**src/rtl/vga_pkg.sv**
```systemverilog
// Shared encodings for the VGA test-pattern generator: mode codes, 3-bit colour codes
// (bit 2 = red, bit 1 = green, bit 0 = blue) and the default active resolution.
package vga_pkg;

  localparam int DEF_H_ACTIVE = 640;
  localparam int DEF_V_ACTIVE = 480;

  localparam logic [1:0] MODE_CHECK = 2'd0;
  localparam logic [1:0] MODE_STAR  = 2'd1;
  localparam logic [1:0] MODE_BARS  = 2'd2;
  localparam logic [1:0] MODE_GRAD  = 2'd3;

  localparam logic [2:0] BLACK = 3'b000;
  localparam logic [2:0] BLUE  = 3'b001;
  localparam logic [2:0] GREEN = 3'b010;
  localparam logic [2:0] RED   = 3'b100;
  localparam logic [2:0] WHITE = 3'b111;

endpackage

```
**src/rtl/star_lfsr.sv**
```systemverilog
// Galois LFSR (left-shifting, feedback mask TAPS) with step enable, synchronous seed load
// and recovery from the illegal all-zero state.
module star_lfsr #(
  parameter int             W         = 16,
  parameter logic [W-1:0]   TAPS      = W'(16'h100B),
  parameter logic [W-1:0]   RESET_VAL = W'(16'hACE1)
) (
  input  logic         clk,
  input  logic         reset,
  input  logic         en,
  input  logic         load,
  input  logic [W-1:0] seed,
  output logic [W-1:0] state
);

  localparam logic [W-1:0] ONE = {{(W-1){1'b0}}, 1'b1};

  logic [W-1:0] stepped;

  assign stepped = {state[W-2:0], 1'b0} ^ (state[W-1] ? TAPS : '0);

  // Load wins so a frame start always restarts the sequence; a zero state is
  // otherwise a dead end for a Galois LFSR, so it is kicked back to 1.
  always_ff @(posedge clk or negedge reset) begin
    if (!reset) begin
      state <= RESET_VAL;
    end else if (load) begin
      state <= seed;
    end else if (state == '0) begin
      state <= ONE;
    end else if (en) begin
      state <= stepped;
    end
  end

endmodule

```
**src/rtl/vga_pattern_gen.sv**
```systemverilog
// Frame-synchronised test-pattern generator with a two-stage RGB pipeline and matching sync delay.
// Define VGA_PATTERN_SCROLL_EN to scroll the checker and bar patterns one pixel per frame.
module vga_pattern_gen
  import vga_pkg::*;
#(
  parameter int                H_ACTIVE   = DEF_H_ACTIVE,
  parameter int                V_ACTIVE   = DEF_V_ACTIVE,
  parameter int                COLOR_W    = 4,
  parameter int                BORDER     = 20,
  parameter int                CHECK_LOG2 = 3,
  parameter int                LFSR_W     = 16,
  parameter logic [LFSR_W-1:0] LFSR_TAPS  = LFSR_W'(16'h100B),
  parameter logic [LFSR_W-1:0] LFSR_SEED  = LFSR_W'(16'hACE1),
  parameter int                STAR_BITS  = 7,
  parameter int                FCNT_W     = 8
) (
  input  logic               clk,
  input  logic               reset,
  input  logic [1:0]         mode_i,
  input  logic               hsync_i,
  input  logic               vsync_i,
  input  logic               display_on_i,
  input  logic [9:0]         hpos_i,
  input  logic [9:0]         vpos_i,
  output logic [COLOR_W-1:0] vga_r,
  output logic [COLOR_W-1:0] vga_g,
  output logic [COLOR_W-1:0] vga_b,
  output logic               vga_hs,
  output logic               vga_vs,
  output logic [FCNT_W-1:0]  frame_cnt_o,
  output logic [1:0]         mode_o
);

  localparam int NUM_BARS = 8;
  localparam int BAR_W    = H_ACTIVE / NUM_BARS;
  localparam int GRAD_MAX = (1 << COLOR_W) - 1;

  localparam logic [LFSR_W-1:0] SEED_EFF =
    (LFSR_SEED == '0) ? {{(LFSR_W-1){1'b0}}, 1'b1} : LFSR_SEED;
  // Ones in every bit below the star-detect field, so the AND-reduce tests only the top bits.
  localparam logic [LFSR_W-1:0] LOW_MASK =
    {{STAR_BITS{1'b0}}, {(LFSR_W-STAR_BITS){1'b1}}};

  logic               fs;
  logic [1:0]         mode_eff;
  logic               lfsr_en;
  logic [LFSR_W-1:0]  lfsr;
  logic               star_on;
  logic [2:0]         star_pat;
  logic               in_range;
  logic [2:0]         check_pat;
  logic [2:0]         bar_idx;
  logic [2:0]         bar_pat;
  logic [COLOR_W-1:0] grad;
  logic [2:0]         pat;
  logic               grad_sel;
  int                 h;
  int                 v;
  int                 h_scr;

  logic               s1_de;
  logic [2:0]         s1_pat;
  logic [COLOR_W-1:0] s1_grad;
  logic               s1_grad_sel;
  logic               s1_hs;
  logic               s1_vs;

  // The frame-start pixel already uses the mode being latched on that cycle.
  assign fs       = display_on_i && (hpos_i == '0) && (vpos_i == '0);
  assign mode_eff = fs ? mode_i : mode_o;
  assign lfsr_en  = display_on_i && (mode_o == MODE_STAR);

  star_lfsr #(
    .W         (LFSR_W),
    .TAPS      (LFSR_TAPS),
    .RESET_VAL (SEED_EFF)
  ) u_lfsr (
    .clk   (clk),
    .reset (reset),
    .en    (lfsr_en),
    .load  (fs),
    .seed  (SEED_EFF),
    .state (lfsr)
  );

  assign star_on  = &(lfsr | LOW_MASK);
  assign star_pat = star_on ? lfsr[2:0] : BLACK;

  always_comb begin
    h = int'(hpos_i);
    v = int'(vpos_i);
`ifdef VGA_PATTERN_SCROLL_EN
    h_scr = (h + int'(frame_cnt_o)) % H_ACTIVE;
`else
    h_scr = h;
`endif
    in_range = (h < H_ACTIVE) && (v < V_ACTIVE);

    // Frame lines and margin use the raw position; only the checker content scrolls.
    if (h == 0 || h == H_ACTIVE - 1 || v == 0 || v == V_ACTIVE - 1) begin
      check_pat = RED;
    end else if (h == 5 || h == H_ACTIVE - 6 || v == 5 || v == V_ACTIVE - 6) begin
      check_pat = GREEN;
    end else if (h == 10 || h == H_ACTIVE - 11 || v == 10 || v == V_ACTIVE - 11) begin
      check_pat = BLUE;
    end else if (h < BORDER || h >= H_ACTIVE - BORDER ||
                 v < BORDER || v >= V_ACTIVE - BORDER) begin
      check_pat = BLACK;
    end else begin
      check_pat = {1'b0, vpos_i[CHECK_LOG2+1], h_scr[CHECK_LOG2] ^ vpos_i[CHECK_LOG2]};
    end

    // Threshold chains stand in for division by a constant; the last bar absorbs the remainder.
    bar_idx = '0;
    for (int i = 1; i < NUM_BARS; i++) begin
      if (h_scr >= i * BAR_W) bar_idx = 3'(i);
    end
    bar_pat = WHITE - bar_idx;

    grad = '0;
    for (int k = 1; k <= GRAD_MAX; k++) begin
      if ((h << COLOR_W) >= k * H_ACTIVE) grad = COLOR_W'(k);
    end
  end

  always_comb begin
    pat      = BLACK;
    grad_sel = 1'b0;
    case (mode_eff)
      MODE_CHECK: pat = check_pat;
      MODE_STAR:  pat = star_pat;
      MODE_BARS:  pat = bar_pat;
      MODE_GRAD:  grad_sel = 1'b1;
    endcase
  end

  always_ff @(posedge clk or negedge reset) begin
    if (!reset) begin
      mode_o      <= MODE_CHECK;
      frame_cnt_o <= '0;
    end else if (fs) begin
      mode_o      <= mode_i;
      frame_cnt_o <= frame_cnt_o + 1'b1;
    end
  end

  always_ff @(posedge clk or negedge reset) begin
    if (!reset) begin
      s1_de       <= 1'b0;
      s1_pat      <= BLACK;
      s1_grad     <= '0;
      s1_grad_sel <= 1'b0;
      s1_hs       <= 1'b1;
      s1_vs       <= 1'b1;
    end else begin
      s1_de       <= display_on_i && in_range;
      s1_pat      <= pat;
      s1_grad     <= grad;
      s1_grad_sel <= grad_sel;
      s1_hs       <= hsync_i;
      s1_vs       <= vsync_i;
    end
  end

  always_ff @(posedge clk or negedge reset) begin
    if (!reset) begin
      vga_r  <= '0;
      vga_g  <= '0;
      vga_b  <= '0;
      vga_hs <= 1'b1;
      vga_vs <= 1'b1;
    end else begin
      vga_hs <= s1_hs;
      vga_vs <= s1_vs;
      if (!s1_de) begin
        vga_r <= '0;
        vga_g <= '0;
        vga_b <= '0;
      end else if (s1_grad_sel) begin
        vga_r <= s1_grad;
        vga_g <= s1_grad;
        vga_b <= s1_grad;
      end else begin
        vga_r <= {COLOR_W{s1_pat[2]}};
        vga_g <= {COLOR_W{s1_pat[1]}};
        vga_b <= {COLOR_W{s1_pat[0]}};
      end
    end
  end

endmodule
```
**config.mk**
```make
export PLATFORM = sky130hd
export DESIGN_NAME = vga_pattern_gen
export DESIGN_NICKNAME = d
export VERILOG_FILES = /design/src/rtl/vga_pkg.sv /design/src/rtl/star_lfsr.sv /design/src/rtl/vga_pattern_gen.sv
export SDC_FILE = /design/constraint.sdc
export NUM_CORES = 1
export LEC_CHECK = 0
export BUFFER_PORTS_ARGS = -buffer_cell sky130_fd_sc_hd__buf_2
export CORE_MARGIN = 1.5
export CORE_UTILIZATION = 48
export CTS_BUF_LIST = sky130_fd_sc_hd__clkbuf_16
export CTS_CLUSTER_SIZE = 24
export DETAILED_ROUTE_END_ITERATION = 6
export PLACE_DENSITY = 0.79
export SYNTH_ARGS = -nofsm -noshare
export SYNTH_HDL_FRONTEND = slang
export SYNTH_SLANG_ARGS = --single-unit
```
**constraint.sdc**
```tcl
create_clock -name clk -period 2.1 [get_ports clk]
set_input_delay 0.315 -clock clk [delete_from_list [all_inputs] [get_ports clk]]
set_output_delay 0.315 -clock clk [all_outputs]
set_load 0.01 [all_outputs]
```
Word-level counts from Yosys, hierarchy flattened
Index checks and enable logic that the tools add are counted.
{"block": "classes", "addsub": 2, "n_lt_le_gt_ge": 28, "eq_ne": 14, "n_mux": 40, "n_bitwise": 2, "reduce_logical": 25}
{"cell": "$ge A14 B13 Y1 const B", "count": 6}
{"cell": "$mux W4", "count": 18}
{"cell": "$eq A10 B10 Y1 const B", "count": 6}
{"cell": "$mux W16", "count": 3}
{"cell": "$ge A14 B12 Y1 const B", "count": 3}
{"cell": "$ge A14 B14 Y1 const B", "count": 3}
{"cell": "$ge A10 B9 Y1 const B", "count": 4}
{"cell": "$logic_not A10 Y1", "count": 4}
{"cell": "$ge A14 B11 Y1 const B", "count": 2}
{"cell": "$mux W3", "count": 8}
{"cell": "$eq A10 B4 Y1 const B", "count": 2}
{"cell": "$eq A10 B5 Y1 const B", "count": 2}
{"cell": "$ge A10 B10 Y1 const B", "count": 2}
{"cell": "$ge A10 B8 Y1 const B", "count": 2}
{"cell": "$lt A10 B5 Y1 const B", "count": 2}
{"cell": "$logic_not A16 Y1", "count": 1}
{"cell": "$xor A16 B16 Y16", "count": 1}
{"cell": "$ge A14 B10 Y1 const B", "count": 1}
{"cell": "$mux W13", "count": 1}
{"cell": "$logic_or A1 B1 Y1", "count": 12}
{"cell": "$mux W2", "count": 6}
{"cell": "$ge A10 B7 Y1 const B", "count": 1}
{"cell": "$lt A10 B10 Y1 const B", "count": 1}
{"cell": "$lt A10 B9 Y1 const B", "count": 1}
{"cell": "other kinds (11)", "count": 19}
{"block": "totals", "regBits": 51, "input_bits": 27, "out_inout_bits": 24, "elab_cells": 125}

Logic depth before layout (Yosys ltp)
Gate-level depths: netlist (run 1).
{"block": "depth", "depth_word": 16, "mapped_depth": 8, "mapped_depth_nobuf": 5}

Modules after synthesis
Synthesis (run 1) repeated with hierarchy kept, for this count alone.
{"block": "unflattened", "hier_cells": 288, "hier_area_um2": 2945.3}
{"mod": "vga_pattern_gen", "n_inst": 1, "cells_per_inst": 209, "area_each_um2": 2099.5, "seq_area_each_um2": 880.8}
{"mod": "star_lfsr", "n_inst": 1, "cells_per_inst": 79, "area_each_um2": 845.8, "seq_area_each_um2": 410.4}

Worst setup path before layout (run 1)
OpenSTA, ideal clock, no wires.
{"block": "synth_path", "path_kind": "input-to-reg", "from": "input port vpos_i[6]", "to": "register s1_pat[0]", "setup_ns": 0.135, "arrival_ns": 1.639, "t_required_ns": 1.965, "setup_slack_ns": 0.326, "cell_stages": 5, "n_path_buf": 0, "cell_sequence": "or4_4 > or4_4 > and4_4 > o211ai_2 > o221ai_2"}
{"block": "synth_between", "elab_chain_len": 8, "word_cells_on_any_way": 27, "cone_classes": "order compare: 2; eq/ne: 7; mux: 6; reduce/logical: 12"}
{"element": "from (decl)", "line_no": "vga_pattern_gen.sv:24", "source": "input logic [9:0] vpos_i,"}
{"element": "$lt A10 B5 Y1", "line_no": "vga_pattern_gen.sv:107", "source": "v < BORDER || v >= V_ACTIVE - BORDER) begin"}
{"element": "$logic_or A1 B1 Y1", "line_no": "vga_pattern_gen.sv:106", "source": "end else if (h < BORDER || h >= H_ACTIVE - BORDER ||"}
{"element": "$logic_or A1 B1 Y1", "line_no": "vga_pattern_gen.sv:107"}
{"element": "$mux W2", "line_no": "vga_pattern_gen.sv:106"}
{"element": "$mux W3", "line_no": "vga_pattern_gen.sv:104", "source": "end else if (h == 10 || h == H_ACTIVE - 11 || v == 10 || v == V_ACTIVE - 11) begin"}
{"element": "$mux W3", "line_no": "vga_pattern_gen.sv:102", "source": "end else if (h == 5 || h == H_ACTIVE - 6 || v == 5 || v == V_ACTIVE - 6) begin"}
{"element": "$mux W3", "line_no": "vga_pattern_gen.sv:100", "source": "if (h == 0 || h == H_ACTIVE - 1 || v == 0 || v == V_ACTIVE - 1) begin"}
{"element": "$pmux W3 S3 (*)", "line_no": "vga_pattern_gen.sv:129", "source": "case (mode_eff)"}
{"element": "via pat[0]", "line_no": "vga_pattern_gen.sv:55", "source": "logic [2:0] pat;"}
{"element": "to (signal assigned)", "line_no": "vga_pattern_gen.sv:157", "source": "s1_pat <= pat;"}
{"element": "to (decl)", "line_no": "vga_pattern_gen.sv:62", "source": "logic [2:0] s1_pat;"}
Mark *: on every way through the listed nets, which the timed path passes. The rest lies on a longest branch.
A chain may end at the register's enable or synchronous reset.

Worst setup path in the final report (run 1)
{"block": "layout_path", "from": "input port hpos_i[1]", "to": "register u_lfsr.state[12]"}
{"block": "layout_between", "elab_chain_len": 4, "word_cells_on_any_way": 5, "cone_classes": "mux: 1; reduce/logical: 4"}
{"element": "from (decl)", "line_no": "vga_pattern_gen.sv:23", "source": "input logic [9:0] hpos_i,"}
{"element": "$logic_not A10 Y1 (*)", "line_no": "vga_pattern_gen.sv:69", "source": "assign fs = display_on_i && (hpos_i == '0) && (vpos_i == '0);"}
{"element": "$logic_and A1 B1 Y1 (*) (2 in series)", "line_no": "vga_pattern_gen.sv:69"}
{"element": "$reduce_bool A3 Y1 (no source line) / $mux W16 (equally long branches)"}
{"element": "to (signal assigned)", "line_no": "star_lfsr.sv:32", "source": "state <= stepped;"}
{"element": "to (decl)", "line_no": "star_lfsr.sv:13", "source": "output logic [W-1:0] state"}
Every way passes the cells marked *; elsewhere a longest branch is shown, timed or not.

==> results of run 1 <==
[synth_stat cells, types with 2 or more instances]
library cell | n | area share
dfrtp_1 | 39 | 0.35
nand2_1 | 26 | 0.035
a21boi_0 | 13 | 0.035
dfstp_2 | 12 | 0.11
nand4_1 | 12 | 0.027
a21oi_1 | 10 | 0.018
nand2b_1 | 10 | 0.023
nor2_1 | 10 | 0.014
clkbuf_1 | 9 | 0.012
inv_1 | 9 | 0.012
nand3_1 | 9 | 0.016
nor3_1 | 9 | 0.016
nor4_1 | 9 | 0.020
o21ai_0 | 8 | 0.014
mux2i_1 | 6 | 0.022
xor2_1 | 6 | 0.019
a22o_1 | 5 | 0.016
xnor2_1 | 5 | 0.016
a211oi_1 | 4 | 0.011
and3_1 | 4 | 0.0090
buf_2 | 4 | 0.0072
a221o_1 | 3 | 0.011
nand4b_1 | 3 | 0.0095
o211ai_1 | 3 | 0.0081
a311oi_1 | 2 | 0.0063
a31oi_1 | 2 | 0.0045
buf_1 | 2 | 0.0027
nor2b_1 | 2 | 0.0045
nor4bb_1 | 2 | 0.0072
o21ai_1 | 2 | 0.0036
o32ai_1 | 2 | 0.0063
or2_2 | 2 | 0.0045
or4_1 | 2 | 0.0054
or4_4 | 2 | 0.0081
[report_power, final]
group          switching [mW]  leakage, nW  internal, mW  total, mW
clock                   0.334       0.0818         0.561      0.896
sequential            0.00777        0.652          1.01       1.01
combinational           0.121        0.811        0.0787      0.199
total                   0.463         1.55          1.65       2.11
[critical path: stages]
cell and delay [ns]:
buf_2 0.13, nor4_2 0.43, and4_1 0.37, nand2_4 0.12, and3_1 0.28, a22o_1 0.26
[area by class of cell]
class | instances | area share
multi-input cells | 200 | 0.416
flip-flops and latches | 51 | 0.392
repair buffers | 62 | 0.103
clock buffers | 5 | 0.0380
well taps | 72 | 0.0273
clock inverters | 3 | 0.0129
inverters | 9 | 0.0103
[how the worst min path moves through the flow]
stage / from / cells after the start / slack (ns) / to
final: reset / 2 / 0.12 / vga_r[0]$_DFF_PN0_
after global routing: hsync_i / 1 / 0.12 / s1_hs$_DFF_PN1_
after CTS: hsync_i / 1 / 0.13 / s1_hs$_DFF_PN1_
after detailed placement: s1_hs$_DFF_PN1_ / 0 / 0.35 / vga_hs$_DFF_PN1_
after global placement: s1_hs$_DFF_PN1_ / 0 / 0.35 / vga_hs$_DFF_PN1_
after floorplan: reset / 0 / 0.02 / frame_cnt_o[0]$_DFFE_PN0P_
[layer usage]
layer | global-route usage | vias to the layer above
met4 | 0.0684 | 0
met2 | 0.334 | 77
li1 | - | 1132
met3 | 0.0425 | 9
met5 | 0 | -
met1 | 0.263 | 1075
[kinds of logic after synthesis]
family / Yosys count
compound gates: 67
xor+xnor: 11
fa+ha+maj: 1
buf+inv: 26
flops: 51
mux: 6
simple gates: 115
[through the flow]
step | area [um2] | util | power (mW) | std cells | hold WS, ns
finish | 3300 | 0.595 | 2.11 | 402 | 0.116
global route | 3300 | 0.595 | 2.20 | 402 | 0.117
CTS | 3300 | 0.595 | 2.13 | 402 | 0.125
detailed placement | 3130 | 0.565 | 1.23 | 394 | 0.349
global placement | 3130 | 0.565 | 1.22 | 394 | 0.346
floorplan | 2780 | - | 1.14 | 277 | 0.0194
[state kept, by name (all words and copies together), names as in the netlist, 2 cells and up]
name	cells
mode_o	2
frame_cnt_o	8
vga_b	4
vga_g	4
vga_r	4
s1_grad	4
s1_pat	3
u_lfsr.state	16
[layout by cell type (no fill, tap or decap), types with 2 or more instances in the layout]
master / netlist / routed
buf_2: 4 / 50
nand3_1: 9 / 9
and3_1: 4 / 4
dfrtp_1: 39 / 39
nand4b_1: 3 / 3
a21boi_0: 13 / 13
a211oi_1: 4 / 4
buf_4: 1 / 12
o21ai_0: 8 / 8
mux2i_1: 6 / 6
o32ai_1: 2 / 2
nor4_1: 9 / 9
nor2b_1: 2 / 2
nor4bb_1: 2 / 2
nor3_1: 9 / 9
a21oi_1: 10 / 10
a221o_1: 3 / 3
clkbuf_16: 0 / 5
or2_2: 2 / 2
o21ai_1: 2 / 2
or4_1: 2 / 2
dfstp_2: 12 / 12
nor2_1: 10 / 10
xor2_1: 6 / 6
o211ai_1: 3 / 3
a22o_1: 5 / 5
nand2b_1: 10 / 10
a311oi_1: 2 / 2
nand2_1: 26 / 26
a31oi_1: 2 / 2
inv_1: 9 / 9
or4_4: 2 / 2
nand4_1: 12 / 12
xnor2_1: 5 / 5
==> summary.txt, run 1 <==
Post-synth ARST share = 1.00
Worst R2R Path Depth = 4
RSZ-0062 raised after global routing = no
I/O Pins = 51
Slew headroom = 0.601
most used flip-flop cell after synthesis = dfrtp_1
number of synthesized flops with an enable pin = 0
1st-iter DRT viols = 92
sequential fraction of the synthesis area = 0.465
Synth Area in Adders = 0.00450
number of fillers in the final layout = 477
Die ar. = 6250 um2
Power Density = 640 nW/um2
status = completed
total CTS buffers = 5
Clock Latency Late Sink = 0.29 ns
maximum number of pins on one net before global-route repair = 52
setup tns final = 0 ns
Yosys reg bits = 51
Die Wd = 79.1 um
CP Launch Type = input port
met3 wire length = 302 um
row count = 27
reg2reg setup slack = 0.37 ns
WL met2 = 2760 um
Initial Utilization = 0.501
hold crit path type = input port to asynchronous set/reset pin
wire per inst = 14.3 um
Final min period = 1.74 ns
ANT cells = 0
PostCTS Resize Cnt = 0
cts hold-fix bufs = 0
post-synthesis mux area share = 0.0216
First-pass DRT Iterations = 5
Compound-Gate Fraction of Synth Area = 0.186
crit path DAT = 1.92 ns
XOR/XNOR share of the synthesized area = 0.0347
post-route ant nets = 0
largest family of logic cells by synthesized area = simple AND/OR/NAND/NOR gates
CTS tree = yes
Met1 Routed Length = 2580 um
Tot GR Track Use = 0.202
P_leak = 1.55 nW
Worst Tran Pin Value = 0.598 ns
CP max FO = 10
final wirelength = 5740 um
Final Worst Setup Slack = 0.362 ns
Syn. warnings = 0
Vias/cell = 5.70
Max Fclk = 0.575 GHz
Reg area = 1290 um2
simple-gate share of the synthesized area = 0.247
Die H = 79.1 um
Setup WS pre-CTS = 0.0760 ns
core area = 5540 um2
GP Congestion = 0.859
grt total ovfl = 0
DRC Markers = 0
Post-Syn Area = 2780 um2
multi-input gate area in the final layout = 1370 um2
Final period util = 0.828
share of post-route cells with drive strength above 1 = 0.300
via count = 2293
crit path launch = hpos_i[1]
fin nets = 357
Slew Limit Fails = 0
Post-CTS Repair Setup Buffers = 0
DPL Wire Length = 4270 um
Max Buffers Root-to-Sink = 2
CTS sink cnt = 51
Syn Area/Cell = 10.0 um2
MaxCap Viol Count = 0
crit path capture = u_lfsr.state[12]$_DFFE_PN0P_
clk slew on worst S/H paths = 0.06 ns
cells after synthesis = 277
initial antenna violation count = 0
maximum vdd drop = 0.000416 V
first-pass GRT wire length = 9980 um
DR top layer = met4
kind of critical path = input port to register
IO Port Bufs = 50
worst clock skew = 0.00337 ns
htree depth = 2
R2R Path Start = mode_o[1]$_DFF_PN0_
Area Overhead vs Synth = 18.6%
Hold Fails Final Rpt = 0
critical path endpoint category = register
WP data required = 2.28 ns
clock root buffer = clkbuf_16
Synthesized Nets = 305
vias in the first global route = 2183
final setup fails = 0
RR Endpoint = u_lfsr.state[12]$_DFFE_PN0P_
Unique masters post-synth = 63
Note: power is estimated with default switching activity, not from simulation.
==> inputs of run 2 (changes only) <==
--- a/config.mk
+++ b/config.mk
@@ -5,13 +5,14 @@
 export SDC_FILE = /design/constraint.sdc
 export NUM_CORES = 1
 export LEC_CHECK = 0
+export ABC_AREA = 1
 export BUFFER_PORTS_ARGS = -buffer_cell sky130_fd_sc_hd__buf_2
 export CORE_MARGIN = 1.5
 export CORE_UTILIZATION = 48
 export CTS_BUF_LIST = sky130_fd_sc_hd__clkbuf_16
 export CTS_CLUSTER_SIZE = 24
 export DETAILED_ROUTE_END_ITERATION = 6
-export PLACE_DENSITY = 0.79
+export PLACE_DENSITY = 0.82
 export SYNTH_ARGS = -nofsm -noshare
 export SYNTH_HDL_FRONTEND = slang
 export SYNTH_SLANG_ARGS = --single-unit
==> constraint.sdc (replaced) <==
create_clock -name clk -period 1.5 [get_ports clk]
set_input_delay 0.225 -clock clk [delete_from_list [all_inputs] [get_ports clk]]
set_output_delay 0.225 -clock clk [all_outputs]
set_load 0.01 [all_outputs]
==> run 2 against run 1 <==
Net effect:
- sequential power is 43% higher
- worst setup slack worse by 0.27 ns
- utilization increased by 8.5 points
- cell area rose by 15%
- clock-buffer cell count did not move
- critical path type is now register to register
- critical endpoint is now u_lfsr.state[14]$_DFFE_PN0P_
==> summary.txt, run 2 <==
status = completed
worst clock skew = 0.00555 ns (+0.00217 ns)
Clock Latency Late Sink = 0.29 ns (about the same)
Syn Area/Cell = 7.66 um2 (-24%)
kind of critical path = register to register
Final period util = 0.936
CTS sink cnt = 51 (unchanged)
number of synthesized flops with an enable pin = 0 (unchanged)
Die H = 79.5 um (+0.58%)
maximum vdd drop = 0.000580 V (+39%)
fin cells = 554 (+38%)
WP buf/inv = 1 (unchanged)
Unique masters post-synth = 26 (-59%)
CP max-delay cell = dfrtp_1
cells after synthesis = 367 (+32%)
most frequent cells in the layout = nand2_1 (101), buf_4 (55), buf_2 (50)
Die Wd = 79.5 um (+0.58%)
Synthesized Nets = 395 (+30%)
maximum number of pins on one net before global-route repair = 52 (unchanged)
GP Congestion = 0.908 (+5.8%)
Final Worst Setup Slack = 0.0954 ns (-0.267 ns)
Largest register FFs = 16 (unchanged)
CP max FO = 10 (unchanged)
P_leak = 2.04 nW (+32%)
dominant cell type by area after synthesis = dfrtp_1
Die ar. = 6330 um2 (+1.2%)
crit path DAT = 1.58 ns (-0.34 ns)
Tot GR Track Use = 0.230 (+0.0287)
first-pass GRT wire length = 11500 um (+16%)
most used cell, CP = nor2_2
grt met3 use = 0.0309 (-0.0117)
clk slew on worst S/H paths = 0.07 ns (about the same)
Power Density = 854 nW/um2 (+33%)
met2 Usage GRT = 0.401 (+0.0667)
IO Port Bufs = 50 (unchanged)
Hold Fails Final Rpt = 0 (unchanged)
Syn. warnings = 0 (unchanged)
family with the most delay on the worst path = simple AND/OR/NAND/NOR gates
gr busiest metal = met2
Max Fclk = 0.712 GHz
slowest stage delay, CP = 0.41 ns (-0.02 ns)
CP Launch Type = register
CP cell instances = nor2_2, nand2_1, nor2_2, nand2_2, nand2_4, nor2_4, buf_12, a22o_1
share of post-route cells with drive strength above 1 = 0.326 (+0.0257)
most common cell in the netlist = nand2_1
Yosys reg bits = 51 (unchanged)
initial antenna violation count = 0 (unchanged)
Post-Syn Area = 2810 um2 (+1.2%)
Worst Tran Pin Value = 0.346 ns (-0.252 ns)
Slew headroom = 0.767 (+0.166)
Setup WS pre-CTS = -0.156 ns (-0.232 ns)
post-route ant nets = 0 (unchanged)
Top Registers = u_lfsr.state: 16 flops, frame_cnt_o: 8 flops
Vias/cell = 5.02 (-12%)
RSZ-0062 raised after global routing = yes
MaxCap Viol Count = 0 (unchanged)
CTS tree = yes
core area = 5570 um2 (+0.61%)
via count = 2782 (+21%)
commonest non-fill, non-tap cell in the layout = nand2_1
sequential fraction of the synthesis area = 0.459 (-0.00559)
synth top area cells = dfrtp_1 (35%), nand2_1 (14%), dfstp_2 (11%), nor2_1 (6.9%), inv_1 (5.6%)
final wirelength = 6720 um (+17%)
htree depth = 2 (unchanged)
First-pass DRT Iterations = 6 (+1)
wire per inst = 12.1 um (-15%)
DPL Wire Length = 5150 um (+21%)
Yosys top cell area share = 0.347 (-0.00422)
vias in the first global route = 2660 (+22%)
most used flip-flop cell after synthesis = dfrtp_1
hold crit path type = input port to register
Biggest register = u_lfsr.state
final setup fails = 0 (unchanged)
row count = 27 (unchanged)
Synth top cells by count = nand2_1 (102), nor2_1 (52), inv_1 (42), dfrtp_1 (39), a21oi_1 (26)
grt total ovfl = 0 (unchanged)
Area Overhead vs Synth = 34.8%
Max Buffers Root-to-Sink = 2 (unchanged)
final core utilization = 0.680 (+0.0851)
1st-iter DRT viols = 152 (+65%)
Slew Limit Fails = 0 (unchanged)
WP data required = 1.68 ns (-0.60 ns)
clock root buffer = clkbuf_16
DRC Markers = 0 (unchanged)
Final min period = 1.40 ns
fin nets = 509 (+43%)
ANT cells = 0 (unchanged)
critical path endpoint category = register
met1 Usage GRT = 0.300 (+0.0372)
Initial Utilization = 0.504 (+0.00302)
Post-synth ARST share = 1.00 (unchanged)
dpl cells = 541 (+37%)
total CTS buffers = 5 (unchanged)
I/O Pins = 51 (unchanged)
[run 2: through the flow]
step	instance area [um2]	hold slack [ns]	setup TNS, ns	total power, mW
4_1_cts	3760	0.0249	0	3.22
3_5_place_dp	3570	0.237	-1.36	2.03
3_3_place_gp	3570	0.229	-0.551	2.02
2_1_floorplan	2810	-0.0706	0	1.76
5_1_grt	3790	0.0219	-0.000192	3.39
6_report	3790	0.0330	0	3.23
[run 2: per-layer routing]
layer | vias to the layer above | routed length [um]
met4 | 0 | 85
met1 | 1265 | 3000
met5 | - | 0
met3 | 7 | 361
li1 | 1409 | -
met2 | 101 | 3270
[run 2: logic make-up (layout without fill, tap and decap cells)]
family                     Yosys count  after routing  synth area share
xor gates and xnor gates             8              8            0.0249
buffers and inverters               45            160            0.0628
and+or+nand+nor                    212            212             0.348
adders and majority gates            1              1           0.00445
AOI/OAI and AO/OA                   50             50             0.101
DFF                                 51             51             0.459
[run 2: what timing repair did]
item / 4_1_cts / 5_1_grt
hold buffers: 1 / 0
endpoints found under the hold margin: 39 / 0
cloned: 0 / 0
pin swaps: 1 / 8
endpoints found under the setup margin: 5 / 16
buffers inserted: 3 / 1
gates resized for setup: 1 / 6
[run 2: where the power goes]
part	switching, mW	total (mW)	internal, mW
registers	0.0156	1.44	1.43
clock network	0.468	1.08	0.614
logic	0.372	0.710	0.338
total	0.856	3.23	2.38
[run 2: final cells by class]
class	count	area (um2)
clock inverter	3	20.0
sequential	51	1290
tap	72	90.1
clock buffer	5	125
multi-input combinational	271	1360
fill	455	1780
timing repair buffer	110	744
inverter	42	158
[run 2: final timing paths]
kind / startpoint / end / slack [ns] / cells past startpoint
worst max-delay path: u_lfsr.state[1]$_DFFE_PN0P_ / u_lfsr.state[14]$_DFFE_PN0P_ / 0.1 / 8
worst min-delay path: hsync_i / s1_hs$_DFF_PN1_ / 0.03 / 1
worst max register to register: u_lfsr.state[1]$_DFFE_PN0P_ / u_lfsr.state[14]$_DFFE_PN0P_ / 0.1 / 8
worst min register to register: s1_hs$_DFF_PN1_ / vga_hs$_DFF_PN1_ / 0.36 / 0
max in group asynchronous: reset / s1_vs$_DFF_PN1_ / 0.77 / 3
min in group asynchronous: reset / vga_g[3]$_DFF_PN0_ / 0.46 / 3
==> inputs of run 3 (changes only) <==
--- a/config.mk
+++ b/config.mk
@@ -12,7 +12,8 @@
 export CTS_BUF_LIST = sky130_fd_sc_hd__clkbuf_16
 export CTS_CLUSTER_SIZE = 24
 export DETAILED_ROUTE_END_ITERATION = 6
-export PLACE_DENSITY = 0.82
+export PLACE_DENSITY = 0.81
 export SYNTH_ARGS = -nofsm -noshare
 export SYNTH_HDL_FRONTEND = slang
+export SYNTH_HIERARCHICAL = 1
 export SYNTH_SLANG_ARGS = --single-unit
==> run 3 against run 2 <==
Net effect:
- flip-flop and latch count did not move
- largest power group unchanged
- register-to-register slack worse by 0.03 ns
- clock power rose by 18%
- critical path depth down 1
- hold slack improved by 0.0059 ns
==> summary.txt, run 3 <==
status = completed
Largest register FFs = 16 (unchanged)
Syn Area/Cell = 7.29 um2 (-4.8%)
Top Registers = u_lfsr/state: 16 flops, frame_cnt_o: 8 flops
Final Worst Setup Slack = 0.0674 ns (-0.0281 ns)
Post-synth ARST share = 1.00 (unchanged)
fin nets = 583 (+15%)
worst clock skew = 0.00492 ns (-0.000629 ns)
Power Density = 726 nW/um2 (-15%)
Hold Fails Final Rpt = 0 (unchanged)
First-pass DRT Iterations = 6 (unchanged)
CP max FO = 15 (+5)
Die ar. = 7040 um2 (+11%)
clock root buffer = clkbuf_16
most frequent cells in the layout = nand2_1 (148), buf_4 (60), buf_2 (50)
most used flip-flop cell after synthesis = dfrtp_1
WP data required = 1.67 ns (about the same)
total CTS buffers = 5 (unchanged)
fin cells = 633 (+14%)
RSZ-0062 raised after global routing = no
Max Buffers Root-to-Sink = 2 (unchanged)
Die Wd = 83.9 um (+5.5%)
post-route ant nets = 0 (unchanged)
Syn. warnings = 6 (+6)
RR Endpoint = u_lfsr/state[3]$_DFFE_PN0P_
most common cell in the netlist = nand2_1
R2R Path Start = u_lfsr/state[15]$_DFFE_PN1P_
Initial Utilization = 0.495 (-0.00960)
number of synthesized flops with an enable pin = 0 (unchanged)
ANT cells = 0 (unchanged)
dpl cells = 622 (+15%)
commonest non-fill, non-tap cell in the layout = nand2_1
final wirelength = 7700 um (+15%)
CTS tree = yes
Yosys top cell area share = 0.311 (-0.0365)
1st-iter DRT viols = 202 (+33%)
core area = 6350 um2 (+14%)
Worst R2R Path Depth = 7 (-1)
htree depth = 2 (unchanged)
CP Launch Type = register
Final min period = 1.43 ns (+0.0281 ns)
IO Port Bufs = 50 (unchanged)
crit path capture = u_lfsr/state[3]$_DFFE_PN0P_
grt total ovfl = 0 (unchanged)
Max Fclk = 0.698 GHz (-2.0%)
I/O Pins = 51 (unchanged)
Vias/cell = 5.10 (+1.5%)
sequential fraction of the synthesis area = 0.411 (-0.0483)
Setup WS pre-CTS = -0.191 ns (-0.0347 ns)
MaxCap Viol Count = 0 (unchanged)
kind of critical path = register to register
Clock Latency Late Sink = 0.29 ns (about the same)
DRC Markers = 0 (unchanged)
dominant cell type by area after synthesis = dfrtp_1
P_leak = 2.25 nW (+11%)
maximum number of pins on one net before global-route repair = 32 (-38%)
Post-Syn Area = 3140 um2 (+12%)
vias in the first global route = 2984 (+12%)
Reg area = 1290 um2 (unchanged)
first-pass GRT wire length = 13400 um (+16%)
Die H = 83.9 um (+5.5%)
Yosys reg bits = 51 (unchanged)
crit path DAT = 1.60 ns (+0.02 ns)
reg2reg setup slack = 0.07 ns (-0.03 ns)
Final period util = 0.955 (+0.0187)
Area Overhead vs Synth = 34.0%
crit path launch = u_lfsr/state[15]$_DFFE_PN1P_
share of post-route cells with drive strength above 1 = 0.317 (-0.00918)
DPL Wire Length = 5630 um (+9.3%)
Slew Limit Fails = 0 (unchanged)
wire per inst = 12.2 um (+0.34%)
row count = 29 (+7.4%)
CTS sink cnt = 51 (unchanged)
cells after synthesis = 431 (+17%)
hold crit path type = input port to register
Unique masters post-synth = 38 (+46%)
maximum vdd drop = 0.000990 V (+71%)
synth top area cells = dfrtp_1 (31%), nand2_1 (18%), dfstp_2 (10%), nor2_1 (5.0%), inv_1 (4.4%)
multi-input gate area in the final layout = 1700 um2 (+25%)
final setup fails = 0 (unchanged)
number of fillers in the final layout = 510 (+12%)
GP Congestion = 0.899 (-1.0%)
clk slew on worst S/H paths = 0.06 ns (about the same)
Synth top cells by count = nand2_1 (149), nor2_1 (42), dfrtp_1 (39), inv_1 (37), nand3_1 (24)
initial antenna violation count = 0 (unchanged)
via count = 3227 (+16%)
critical path endpoint category = register
Biggest register = u_lfsr/state
Tot GR Track Use = 0.232 (+0.00133)
==> run 3: kinds of logic after synthesis <==
family | Yosys count | synth area share
other cells | 2 | 0.00239
xor+xnor | 7 | 0.0195
fa+ha+maj | 1 | 0.00398
compound gates | 42 | 0.0729
flops | 51 | 0.411
buf+inv | 54 | 0.0753
simple gates | 274 | 0.415
==> run 3: how the worst min path moves through the flow <==
stage | startpoint | end | cells past startpoint | slack, ns
3_3_place_gp | reset | frame_cnt_o[7]$_DFFE_PN0P_ | 1 | 0.19
3_5_place_dp | reset | frame_cnt_o[7]$_DFFE_PN0P_ | 1 | 0.20
5_1_grt | vsync_i | s1_vs$_DFF_PN1_ | 1 | 0.03
6_report | vsync_i | s1_vs$_DFF_PN1_ | 1 | 0.04
2_1_floorplan | reset | frame_cnt_o[0]$_DFFE_PN0P_ | 0 | -0.07
4_1_cts | vsync_i | s1_vs$_DFF_PN1_ | 1 | 0.03
==> run 3: metrics by stage <==
stage          TNS (ns)   util  cell area (um2)  hold WS (ns)  power (mW)
2_1_floorplan    -0.420      -             3260       -0.0706        1.58
3_3_place_gp     -0.744  0.632             4010         0.187        1.80
3_5_place_dp      -2.04  0.632             4010         0.197        1.81
4_1_cts               0  0.660             4190        0.0349        3.08
5_1_grt               0  0.663             4210        0.0269        3.17
6_report              0  0.663             4210        0.0389        3.06
==> run 3: power breakdown <==
group          internal [mW]  switching (mW)
clock                  0.786           0.482
sequential              1.40         0.00707
combinational          0.166           0.213
==> run 3: timing repair <==
action	4_1_cts	5_1_grt
setup buffers	0	2
hold endpoints to repair	17	0
setup endpoints to repair	0	16
hold buffers	1	0
resized for setup	0	2
==> run 3: layout make-up <==
class | count | area share
clock buffer | 5 | 0.0297
clock inverter | 3 | 0.0104
inverter | 42 | 0.0392
sequential | 51 | 0.307
timing repair buffer | 115 | 0.188
tap | 77 | 0.0229
multi-input combinational | 340 | 0.403
==> run 3: worst max-delay path: stages (launching register included) <==
cell	delay, ns
dfstp_2	0.61
nor2_4	0.06
nand2_2	0.11
nor2_4	0.04
nand2_4	0.11
nand3_4	0.18
nand2_1	0.13
nand2_1	0.07
==> run 3: routing by layer <==
| metal | track usage | share of wire | vias up |
|---|---|---|---|
| li1 | - | - | 1614 |
| met1 | 0.297 | 0.42 | 1487 |
| met2 | 0.411 | 0.51 | 114 |
| met3 | 0.0247 | 0.045 | 12 |
| met4 | 0.0715 | 0.018 | 0 |
| met5 | 0 | 0 | - |
